`src/rtl/uart_pkg.sv`:
```
// Shared UART definitions: receiver state encoding and the bit-period helper
// that the transmitter uses as well.
package uart_pkg;

    localparam logic [2:0] ST_IDLE  = 3'd0;
    localparam logic [2:0] ST_START = 3'd1;
    localparam logic [2:0] ST_DATA  = 3'd2;
    localparam logic [2:0] ST_STOP  = 3'd3;
    localparam logic [2:0] ST_BREAK = 3'd4;

    typedef enum logic [2:0] {
        S_IDLE  = ST_IDLE,
        S_START = ST_START,
        S_DATA  = ST_DATA,
        S_STOP  = ST_STOP,
        S_BREAK = ST_BREAK
    } uart_state_t;

    function automatic int clks_per_bit(input int clk_freq, input int baud_rate);
        return clk_freq / baud_rate;
    endfunction

endpackage

```
`src/rtl/sync2.sv`:
```
// Two-flop synchronizer for a single asynchronous input; the reset value
// is chosen to match the input's idle level.
module sync2 #(
    parameter logic RST_VAL = 1'b1
) (
    input  logic clk,
    input  logic rst,
    input  logic d,
    output logic q
);

    logic meta;

    always_ff @(posedge clk or negedge rst) begin
        if (!rst) begin
            meta <= RST_VAL;
            q    <= RST_VAL;
        end else begin
            meta <= d;
            q    <= meta;
        end
    end

endmodule

```
`src/rtl/uart_rx.sv`:
```
// 8N1 UART receiver, LSB first, idle-high line. Good bytes are written to the
// downstream FIFO with a one-cycle strobe; framing errors and overruns pulse.
module uart_rx
    import uart_pkg::*;
#(
    parameter int CLK_FREQ  = 50_000_000,
    parameter int BAUD_RATE = 115200
) (
    input  logic       clk,
    input  logic       rst,
    input  logic       rx,
    input  logic       full,
    output logic [7:0] data,
    output logic       wr,
    output logic       frame_err,
    output logic       overrun,
    output logic       busy
);

    localparam int DIV  = clks_per_bit(CLK_FREQ, BAUD_RATE);
    localparam int HALF = DIV / 2;
    localparam int CW   = $clog2(DIV) + 1;

    localparam logic [CW-1:0] HALF_M1 = CW'(HALF - 1);
    localparam logic [CW-1:0] DIV_M1  = CW'(DIV - 1);

    logic        rxs;
    uart_state_t state;
    logic [CW-1:0] ctr;
    logic [2:0]  bit_cnt;
    logic [7:0]  shreg;

    sync2 #(.RST_VAL(1'b1)) u_sync (
        .clk (clk),
        .rst (rst),
        .d   (rx),
        .q   (rxs)
    );

    always_ff @(posedge clk or negedge rst) begin
        if (!rst) begin
            state     <= S_IDLE;
            ctr       <= '0;
            bit_cnt   <= '0;
            shreg     <= '0;
            data      <= '0;
            wr        <= 1'b0;
            frame_err <= 1'b0;
            overrun   <= 1'b0;
            busy      <= 1'b0;
        end else begin
            // NOTE: pulses default low every cycle so each fires for exactly one clock.
            wr        <= 1'b0;
            frame_err <= 1'b0;
            overrun   <= 1'b0;
            ctr       <= ctr + 1'b1;

            case (state)
                S_IDLE: begin
                    ctr <= '0;
                    if (!rxs) begin
                        state <= S_START;
                        busy  <= 1'b1;
                    end
                end

                S_START: begin
                    if (ctr == HALF_M1) begin
                        ctr <= '0;
                        if (rxs) begin
                            state <= S_IDLE;
                            busy  <= 1'b0;
                        end else begin
                            state   <= S_DATA;
                            bit_cnt <= '0;
                        end
                    end
                end

                S_DATA: begin
                    if (ctr == DIV_M1) begin
                        ctr     <= '0;
                        shreg   <= {rxs, shreg[7:1]};
                        bit_cnt <= bit_cnt + 1'b1;
                        if (bit_cnt == 3'd7)
                            state <= S_STOP;
                    end
                end

                // Leaving here mid-stop-bit lets a back-to-back start bit be caught.
                S_STOP: begin
                    if (ctr == DIV_M1) begin
                        ctr <= '0;
                        if (rxs) begin
                            state <= S_IDLE;
                            busy  <= 1'b0;
                            if (full) begin
                                overrun <= 1'b1;
                            end else begin
                                data <= shreg;
                                wr   <= 1'b1;
                            end
                        end else begin
                            state     <= S_BREAK;
                            frame_err <= 1'b1;
                        end
                    end
                end

                S_BREAK: begin
                    ctr <= '0;
                    if (rxs) begin
                        state <= S_IDLE;
                        busy  <= 1'b0;
                    end
                end

                default: begin
                    state <= S_IDLE;
                    ctr   <= '0;
                    busy  <= 1'b0;
                end
            endcase
        end
    end

endmodule

```
`config.mk`:
```
export PLATFORM = sky130hd
export DESIGN_NAME = uart_rx
export DESIGN_NICKNAME = d
export VERILOG_FILES = /design/src/rtl/uart_pkg.sv /design/src/rtl/sync2.sv /design/src/rtl/uart_rx.sv
export SDC_FILE = /design/constraint.sdc
export NUM_CORES = 1
export LEC_CHECK = 0
export CELL_PAD_IN_SITES_DETAIL_PLACEMENT = 1
export CELL_PAD_IN_SITES_GLOBAL_PLACEMENT = 1
export CORE_ASPECT_RATIO = 1.5
export CORE_UTILIZATION = 40
export CTS_CLUSTER_SIZE = 8
export DETAILED_ROUTE_END_ITERATION = 10
export PLACE_DENSITY = 0.69
export RECOVER_POWER = 100
export SLEW_MARGIN = 5
export SYNTH_ARGS = -nofsm -noshare
export SYNTH_HDL_FRONTEND = slang
export SYNTH_HIERARCHICAL = 1
export SYNTH_SLANG_ARGS = --single-unit
```
`constraint.sdc`:
```
create_clock -name clk -period 2.7 [get_ports clk]
set_input_delay 0.405 -clock clk [delete_from_list [all_inputs] [get_ports clk]]
set_output_delay 0.405 -clock clk [all_outputs]
set_load 0.02 [all_outputs]
```
# Word level (Yosys, flattened, before mapping)
# Index checks and enable logic that the tools add are counted.
dict set report classes {
  n_addsub 2
  n_eq_ne 14
  muxes 32
  n_bitwise 2
  n_reduce_logical 8
}
# operator count
set op_table {}
lappend op_table {{$mux W3} 10}
lappend op_table {{$mux W10} 2}
lappend op_table {{$pmux W10 S2} 1}
lappend op_table {{$mux W1} 15}
lappend op_table {{$pmux W3 S5} 1}
lappend op_table {{$ne A2 B2 Y1 const B} 6}
lappend op_table {{$reduce_and A4 Y1} 3}
lappend op_table {{$add A10 B1 Y10 const B} 1}
lappend op_table {{$eq A10 B8 Y1 const B} 1}
lappend op_table {{$eq A10 B9 Y1 const B} 1}
lappend op_table {{$eq A3 B2 Y1 const B} 2}
lappend op_table {{$eq A3 B3 Y1 const B} 2}
lappend op_table {{$pmux W3 S2} 1}
lappend op_table {{$reduce_and A6 Y1} 1}
lappend op_table {{$pmux W1 S5} 1}
lappend op_table {{$add A3 B1 Y3 const B} 1}
lappend op_table {{$eq A3 B1 Y1 const B} 1}
lappend op_table {{$logic_not A3 Y1} 1}
lappend op_table {{$mux W2} 1}
lappend op_table {{$ne A2 B1 Y1 const B} 1}
lappend op_table {{$not A1 Y1} 2}
lappend op_table {{$reduce_and A2 Y1} 1}
lappend op_table {{$reduce_bool A2 Y1} 1}
lappend op_table {{$reduce_or A2 Y1} 1}
dict set report totals {
  regBits 38
  input_bits 4
  out_inout_bits 12
  word_cells 69
}

# Depth between registers and ports, before layout
# Gate-level depths: netlist of the first run.
dict set report logic_depth {
  word_depth 4
  depth_mapped 7
  mapped_depth_nobuf 6
}

# Hierarchy
# Netlist of the first run, hierarchy kept.
# mod instances cells_each area_per_inst_um2 seq_area_each_um2
set modules_own_cells {}
lappend modules_own_cells {uart_rx 1 138 1684.1 900.9}
lappend modules_own_cells {sync2 1 2 52.6 52.6}

# Least setup slack after synthesis of the first run
# Ideal clock, no wire load.
dict set report synth_path {
  path_kind {reg2reg}
  start {register ctr[2]}
  end {register shreg[2]}
  setup_time_ns 0.125
  t_arrival_ns 1.777
  required_time_ns 2.575
  path_slack_ns 0.798
  stages_incl_launch_ff 6
  n_path_buf 2
  synth_period_minus_slack_ns 1.902
  path_cell_list {dfrtp_1 > buf_6 > or3b_4 > nor4_4 > buf_4 > mux2_2}
}
dict set report synth_via {
  elab_chain_len 2
}
# item line_no
set synth_rtl {}
lappend synth_rtl {{start, declared} uart_rx.sv:29} ;# logic [CW-1:0] ctr;
lappend synth_rtl {{start signal, assigned} uart_rx.sv:56} ;# ctr <= ctr + 1'b1;
lappend synth_rtl {{$eq A10 B9 Y1} uart_rx.sv:81} ;# if (ctr == DIV_M1) begin
lappend synth_rtl {{$reduce_and A2 Y1 (no line)} n/a}
lappend synth_rtl {{end signal, assigned} uart_rx.sv:83} ;# shreg <= {rxs, shreg[7:1]};
lappend synth_rtl {{end, declared} uart_rx.sv:31} ;# logic [7:0] shreg;
# Every way passes these cells.
# A chain may end at the register's enable or synchronous reset.

# Worst setup path in the final report of the first run
# Same ends and word-level chain as after synthesis.

==> impl_metrics.py, run 1 <==
metrics = {
    "run_status": {
        "status": "finished, violations left",
        "violations": "max-capacitance violations, max-slew violations",
    },
    "finish": {
        "final_nets": 169,
        "layoutNonFillerInstCount": 207,
        "multiInputGateArea_um2": 719.4,
        "num-fill-cells": 461,
        "areaGrowthSynthToFinish_pct": 14.48,
        "seq_area_um2": 953.4,
        "utilization": 0.4724,
        "diodes": 0,
        "drive_above_1_share": 0.1304,
    },
    "run": {
        "drv_cap": 1,
    },
    "clock_tree": {
        "clk_pin_slew_ps": 70,
        "cts_tree": "yes",
        "post_cts_buffers": 0,
        "htreeDepth": 2,
        "post_cts_resized": 0,
        "clock-sinks": 38,
        "cts-root-buf": "clkbuf_8",
        "cts_hold_buf": 0,
        "numCtsBuffers": 5,
        "clk_latency_ps": 290,
        "clk_path_buf_depth": 2,
    },
    "sta": {
        "hold_viol": 0,
        "finalSetupViolCount": 0,
        "setup_tns_ps": 0,
        "fmax_ghz": 0.4293,
        "setup_ws_ps": 370.7,
        "skew_ps": 8.741,
        "period_minus_slack_ps": 2329,
        "rsz0062_at_grt": "false",
        "tightest_slew_ps": 2013,
        "period_share": 0.8627,
        "slew_viol_final": 39,
        "slew_headroom": -0.3418,
    },
    "global_route": {
        "antenna_found_initial": 0,
        "grt_max_degree": 39,
        "groute.usage.overall": 0.1614,
        "overflow": 0,
        "first_global_vias": 1173,
        "grt_pass1_wl_um": 5589,
    },
    "worst_setup_path": {
        "path_delay_family": "simple AND/OR/NAND/NOR gates",
        "worstPathCellList": "or3b_1 > nor4_4 > clkbuf_1 > mux2_2",
        "path_max_fanout": 8,
        "critPathSlowestCell": "nor4_4",
        "slowest_delay_ps": 540,
        "start_kind": "register",
        "cp-end-kind": "register",
        "worst_ep_required_time_ps": 2870,
        "crit_buf_inv": 1,
        "timing_worst_setup_path_type": "reg2reg",
        "cp.arrival_ps": 2500,
    },
    "yosys": {
        "yosysSeqAreaShare": 0.5490,
        "async_reset_ff_frac": 1.000,
        "synth_cells": 140,
        "synthTopCellsByArea": "dfrtp_1 52%, mux2_2 5.8%, mux2_1 5.2%, nor2_1 3.7%, ha_1 3.6%",
        "synth_ff_type": "dfrtp_1",
        "yosys.area.top_type": "dfrtp_1",
        "synth_edf_count": 0,
        "synth-seq-cells": 38,
        "synth_warnings": 6,
        "yosys.cell_types.count": 44,
        "synth_top_area_frac": 0.5187,
        "synth.cell_area_um2": 1737,
        "synth_area_per_cell_um2": 12.40,
        "synth_nets": 149,
    },
    "floorplan": {
        "dieArea_um2": 4615,
        "num_io_pins": 16,
        "die_width_um": 55.80,
        "start_util": 0.4126,
        "die_y_um": 82.70,
        "coreArea_um2": 4209,
        "fp-row-count": 29,
    },
    "pwr": {
        "p_per_area_nw_per_um2": 498.1,
        "combPwrFrac": 0.016,
        "power.internal_uw": 781.7,
        "sw_frac_of_total": 0.2108,
        "switching_power_uw": 208.7,
        "p_leak_nw": 0.9532,
        "pwr-share-seq": 0.579,
        "clock_power_share": 0.404,
        "ir_drop_mv": 0.3540,
    },
    "placed_design": {
        "port_buffers": 15,
        "dp_hpwl_um": 2386,
        "place_inst": 199,
        "place_ws_ps": 445.3,
        "place_congestion": 0.8325,
    },
    "hold_path": {
        "min_path_type": "reg2reg",
    },
    "routing": {
        "totalWireLength_um": 3308,
        "first_pass_iters": 2,
        "drt-initial-drc-count": 11,
        "num_vias": 1115,
        "postRouteAntennaNets": 0,
        "wl_per_cell_um": 15.98,
        "route.detailed.drc": 0,
        "via_per_inst": 5.386,
    },
}
==> power by group through the flow <==
stage | registers (mW) | logic [mW] | clock network [mW]
final | 0.574 | 0.0163 | 0.400
after global routing | 0.574 | 0.0196 | 0.441
after CTS | 0.574 | 0.0180 | 0.418
after detailed placement | 0.585 | 0.0180 | 0
after global placement | 0.585 | 0.0170 | 0
after floorplan | 0.584 | 0.00232 | 0
==> Yosys cell counts, types with 2 or more instances <==
master,instances
dfrtp_1,36
nor2_1,17
mux2_2,9
mux2_1,8
nand3_1,7
ha_1,5
inv_1,5
xor2_1,5
nand2_1,4
nand2b_1,3
xnor2_1,3
a22o_1,2
and3_1,2
dfstp_2,2
nor3_1,2
or3_4,2
==> logic make-up (layout without fill, tap and decap cells) <==
family | count (synthesis) | in the layout | share of synthesized area
compound gates | 12 | 12 | 0.05836
fa+ha+maj | 6 | 6 | 0.04179
flops | 38 | 38 | 0.5490
mux | 17 | 17 | 0.1102
simple gates | 51 | 51 | 0.1758
xor+xnor | 8 | 8 | 0.04035
buf+inv | 8 | 29 | 0.02450
==> routing by layer <==
| metal | part of all wire | track usage | wire length, um |
|---|---|---|---|
| met5 | 0 | 0 | 0 |
| met4 | 0.021 | 0.09000 | 70 |
| met3 | 0.021 | 0.04050 | 71 |
| met2 | 0.54 | 0.2928 | 1787 |
| met1 | 0.42 | 0.1719 | 1379 |
==> area by class of cell <==
| cell class | count | share of cell area |
|---|---|---|
| Sequential cell | 38 | 0.4795 |
| Multi-Input combinational cell | 94 | 0.3619 |
| Timing Repair Buffer | 16 | 0.07426 |
| Clock buffer | 7 | 0.04342 |
| Tap cell | 46 | 0.02895 |
| Inverter | 5 | 0.009440 |
| Clock inverter | 1 | 0.002517 |
==> state kept, by name (all words and copies together) (netlist names) <==
signal       flops
bit_cnt          3
busy             1
ctr             10
data             8
frame_err        1
overrun          1
shreg            8
state            3
u_sync/meta      1
u_sync/q         1
wr               1
==> metrics by stage <==
| step | hold WS [ps] | total power, mW | area [um2] |
|---|---|---|---|
| final | 356.3 | 0.9904 | 1988 |
| after global placement | 347.3 | 0.6019 | 1923 |
| after floorplan | 109.4 | 0.5864 | 1737 |
| after detailed placement | 347.0 | 0.6029 | 1923 |
| after global routing | 365.6 | 1.035 | 1988 |
| after CTS | 237.5 | 1.010 | 2014 |
==> final timing paths <==
check,from,endpoint,slack (ps),cells after the start
worst min-delay path,u_sync/meta,u_sync/q,360,0
min in group asynchronous,rst,data[5],680,1
worst max-delay path,ctr[2],shreg[2],370,4
worst max register to register,ctr[2],shreg[2],370,4
max in group asynchronous,rst,frame_err,870,1
worst min register to register,u_sync/meta,u_sync/q,360,0
==> worst register-to-register path, stage by stage, from the launching register on <==
cell	delay (ps)
dfrtp_1	470
or3b_1	500
nor4_4	540
clkbuf_1	340
mux2_2	370
==> cells in the final DEF, fill, tap and decap left out, drive strengths merged, types with 4 or more instances in the layout <==
cell type,synthesis,final
dfrtp,36,36
nor2,17,17
mux2,17,17
dlygate4sd3,0,13
clkbuf,0,9
nand3,7,7
inv,5,5
xor2,5,5
ha,5,5
nand2,4,4
Power figures use the tool's default switching activity.
==> run 2, diff against run 1 <==
Settings changed: GPL_TIMING_DRIVEN set to 0.
==> impl_metrics.py, run 2 (synthesized netlist as in run 1, its figures left out) <==
metrics = {
    "sta": {
        "hold_viol": 0,
        "slew_viol_final": 39,
        "period_minus_slack_ps": 2302,
        "setup_tns_ps": 0,
        "tightest_slew_ps": 2057,
        "finalSetupViolCount": 0,
        "hold_slack_ps": 357.2,
        "slew_headroom": -0.3715,
        "period_share": 0.8527,
        "fmax_ghz": 0.4344,
        "skew_ps": 7.751,
        "rsz0062_at_grt": "false",
    },
    "finish": {
        "largest_reg_flops": 10,
        "final_nets": 171,
        "num-fill-cells": 458,
        "finalInstanceArea_um2": 2031,
        "areaGrowthSynthToFinish_pct": 16.93,
        "seq_area_um2": 953.4,
        "largest_registers": "ctr: 10 flops, data: 8 flops, shreg: 8 flops",
        "multiInputGateArea_um2": 721.9,
        "final_common_cell": "dfrtp_1",
        "diodes": 0,
        "regMostFlops": "ctr",
        "layout_common_cells": "36 x dfrtp_1, 17 x nor2_1, 13 x dlygate4sd3_1",
        "drive_above_1_share": 0.1411,
    },
    "routing": {
        "num_vias": 1151,
        "route.detailed.drc": 0,
        "drt-initial-drc-count": 26,
        "first_pass_iters": 4,
        "wl_per_cell_um": 15.98,
        "totalWireLength_um": 3339,
        "via_per_inst": 5.507,
        "postRouteAntennaNets": 0,
    },
    "worst_setup_path": {
        "critPathSlowestCell": "clkbuf_1",
        "worst_ep_required_time_ps": 2870,
        "rr_worst_depth": 5,
        "slowest_delay_ps": 460,
        "path_max_fanout": 10,
        "timing_worst_setup_path_type": "reg2reg",
        "reg2reg_from": "ctr[2]",
        "cp.arrival_ps": 2470,
        "r2r-end": "shreg[7]",
        "reg2reg_slack_ps": 400,
        "worstPathCellList": "buf_6 > or3b_4 > nor4_4 > clkbuf_1 > mux2_2",
        "cp-end-kind": "register",
        "start_kind": "register",
    },
    "clock_tree": {
        "clk_path_buf_depth": 2,
        "clock-sinks": 38,
        "clk_pin_slew_ps": 70,
        "cts_hold_buf": 0,
        "cts-root-buf": "clkbuf_8",
        "post_cts_resized": 0,
        "htreeDepth": 2,
        "post_cts_buffers": 0,
        "clk_latency_ps": 290,
        "cts_tree": "yes",
        "numCtsBuffers": 5,
    },
    "global_route": {
        "grt_pass1_wl_um": 5692,
        "antenna_found_initial": 0,
        "overflow": 0,
        "grt_max_degree": 39,
        "first_global_vias": 1185,
        "groute.usage.overall": 0.1654,
    },
    "pwr": {
        "p_per_area_nw_per_um2": 533.3,
        "p_leak_nw": 0.9671,
        "ir_drop_mv": 0.4323,
    },
    "floorplan": {
        "die_y_um": 82.70,
        "dieArea_um2": 4615,
        "fp-row-count": 29,
        "coreArea_um2": 4209,
        "start_util": 0.4126,
        "die_width_um": 55.80,
        "num_io_pins": 16,
    },
    "hold_path": {
        "hold_depth": 0,
        "min_path_type": "reg2reg",
        "holdPathEnd": "u_sync/q",
        "min_from": "u_sync/meta",
    },
    "placed_design": {
        "port_buffers": 15,
        "dp_hpwl_um": 2442,
        "place_area_um2": 1939,
        "place_congestion": 0.8302,
    },
    "run": {
        "drv_cap": 1,
    },
    "run_status": {
        "status": "finished, violations left",
        "violations": "max-capacitance violations, max-slew violations",
    },
}
## run 2: metal layers
metal  GRT usage  wire length, um  vias to the layer above
met2      0.2904             1814                       19
met3     0.02960               66                        8
li1            -                -                      539
met1      0.1858             1352                      585
met5           0                0                        -
met4      0.1075              105                        0
## run 2: per-stage QoR
stage	setup slack, ps	instances	power (mW)	utilization
2_1_floorplan	798.1	140	0.5864	-
3_3_place_gp	391.4	201	0.6029	0.4620
3_5_place_dp	524.9	201	0.6026	0.4608
4_1_cts	629.5	209	1.104	0.4884
5_1_grt	218.8	209	1.127	0.4825
6_report	397.7	209	1.083	0.4825
## run 2: worst max-delay path: cells and delay by family (launching register included)
family	cells	cell delay (ps)
DFF	1	370
buffers and inverters	2	590
muxes	1	390
and+or+nand+nor	2	820
## run 2: power breakdown
part,switching [mW],internal [mW]
registers,0.00228,0.572
logic,0.0125,0.00398
clock network,0.191,0.301
## run 2: worst max-delay path by stage
stage | from | end | slack [ps] | cells after the start
floorplan | ctr[2] | shreg[2] | 800 | 5
global placement | rst | busy | 390 | 1
detailed placement | full | data[2] | 520 | 5
CTS | ctr[2] | shreg[3] | 630 | 5
global route | ctr[0] | shreg[4] | 220 | 5
finish | ctr[2] | shreg[7] | 400 | 5
## run 2: area by class of cell
cell class              count  area share
plain buffers               3    0.009242
clock buffers               7     0.04251
clock inverters             1     0.01479
inverters                   5    0.009242
multi-input cells          94      0.3555
flip-flops and latches     38      0.4695
well taps                  46     0.02834
repair buffers             15     0.07086
==> run 3, diff against run 2 <==
Settings changed: CORE_UTILIZATION 40 to 35, PLACE_DENSITY 0.69 to 0.61.
==> impl_metrics.py, run 3 (synthesized netlist as in run 1, its figures left out) <==
metrics = {
    "routing": {
        "route.detailed.drc": 0,
        "first_pass_iters": 4,
        "totalWireLength_um": 3446,
        "wl_per_cell_um": 15.05,
        "num_vias": 1148,
        "postRouteAntennaNets": 0,
        "via_per_inst": 5.013,
        "drt-initial-drc-count": 41,
    },
    "floorplan": {
        "die_width_um": 59.52,
        "die_y_um": 88.27,
        "start_util": 0.3611,
        "dieArea_um2": 5253,
        "num_io_pins": 16,
        "fp-row-count": 31,
        "coreArea_um2": 4810,
    },
    "worst_setup_path": {
        "cp.arrival_ps": 2470,
        "timing_worst_setup_path_type": "reg2reg",
        "path_delay_family": "simple AND/OR/NAND/NOR gates",
        "r2r-end": "shreg[7]",
        "start_kind": "register",
        "crit_buf_inv": 2,
        "reg2reg_from": "ctr[2]",
        "rr_worst_depth": 5,
        "path_max_fanout": 10,
        "worst_ep_required_time_ps": 2880,
        "critPathSlowestCell": "clkbuf_1",
        "reg2reg_slack_ps": 410,
        "cp-end-kind": "register",
        "worstPathCellList": "buf_6 > or3b_4 > nor4_4 > clkbuf_1 > mux2_2",
        "slowest_delay_ps": 450,
        "path_depth": 5,
    },
    "placed_design": {
        "port_buffers": 15,
        "place_congestion": 0.8324,
        "place_inst": 221,
        "dp_hpwl_um": 2541,
    },
    "finish": {
        "multiInputGateArea_um2": 721.9,
        "seq_area_um2": 953.4,
        "areaGrowthSynthToFinish_pct": 17.15,
        "drive_above_1_share": 0.1472,
        "diodes": 0,
        "layoutNonFillerInstCount": 229,
        "layout_common_cells": "36 x dfrtp_1, 17 x nor2_1, 13 x dlygate4sd3_1",
        "final_common_cell": "dfrtp_1",
        "final_nets": 171,
        "largest_registers": "ctr: 10 flops, data: 8 flops, shreg: 8 flops",
        "num-fill-cells": 561,
        "regMostFlops": "ctr",
        "largest_reg_flops": 10,
    },
    "sta": {
        "tightest_slew_ps": 2028,
        "slew_headroom": -0.3519,
        "slew_viol_final": 39,
        "finalSetupViolCount": 0,
        "period_minus_slack_ps": 2288,
        "rsz0062_at_grt": "false",
        "setup_tns_ps": 0,
        "skew_ps": 3.739,
        "fmax_ghz": 0.4371,
        "hold_viol": 0,
        "period_share": 0.8474,
    },
    "hold_path": {
        "min_from": "u_sync/meta",
        "min_path_type": "reg2reg",
        "holdPathEnd": "u_sync/q",
        "hold_depth": 0,
    },
    "pwr": {
        "ir_drop_mv": 0.1916,
        "p_per_area_nw_per_um2": 489.3,
        "p_leak_nw": 0.9558,
    },
    "global_route": {
        "overflow": 0,
        "antenna_found_initial": 0,
        "grt_max_degree": 39,
        "first_global_vias": 1195,
        "groute.usage.overall": 0.1560,
        "grt_pass1_wl_um": 5975,
    },
    "clock_tree": {
        "clk_pin_slew_ps": 70,
        "cts_hold_buf": 0,
        "cts_tree": "yes",
        "post_cts_buffers": 0,
        "htreeDepth": 2,
        "cts-root-buf": "clkbuf_8",
        "post_cts_resized": 0,
        "clock-sinks": 38,
        "clk_latency_ps": 290,
        "numCtsBuffers": 5,
        "clk_path_buf_depth": 2,
    },
    "run_status": {
        "status": "finished, violations left",
        "violations": "max-capacitance violations, max-slew violations",
    },
    "run": {
        "drv_cap": 1,
    },
}
[run 3: power by group]
part | total, mW | switching [mW] | internal [mW]
Combinational | 0.0164 | 0.0124 | 0.00398
Sequential | 0.574 | 0.00190 | 0.572
Clock | 0.406 | 0.201 | 0.205
[run 3: layer usage]
metal / part of all wire / vias up / routed length (um) / track usage
li1: - / 538 / - / -
met1: 0.40 / 589 / 1376 / 0.1780
met2: 0.55 / 14 / 1900 / 0.2676
met3: 0.025 / 7 / 86 / 0.03509
met4: 0.024 / 0 / 82 / 0.08245
met5: 0 / - / 0 / 0
[run 3: layout make-up]
| cell class | instances | share of cell area |
|---|---|---|
| Clock inverter | 2 | 0.006150 |
| Tap cell | 66 | 0.04059 |
| Inverter | 5 | 0.009225 |
| Multi-Input combinational cell | 94 | 0.3549 |
| Clock buffer | 6 | 0.04059 |
| Sequential cell | 38 | 0.4686 |
| Timing Repair Buffer | 15 | 0.07073 |
| Buffer | 3 | 0.009225 |
[run 3: how the worst max path moves through the flow]
stage,startpoint,end,slack (ps)
6_report,ctr[2],shreg[7],410
4_1_cts,ctr[0],ctr[3],560
5_1_grt,ctr[1],shreg[2],250
3_3_place_gp,rst,busy,390
3_5_place_dp,full,data[5],500
2_1_floorplan,ctr[2],shreg[2],800
[run 3: stage by stage]
stage	worst slack (ps)	power [mW]	area [um2]	util	hold slack (ps)
after floorplan	798.1	0.5864	1737	-	109.4
after global placement	388.5	0.6027	1969	0.4095	345.9
after detailed placement	496.0	0.6028	1964	0.4084	348.9
after CTS	564.6	1.012	2059	0.4282	241.4
after global routing	249.7	1.040	2034	0.4230	364.6
final	412.1	0.9954	2034	0.4230	357.6
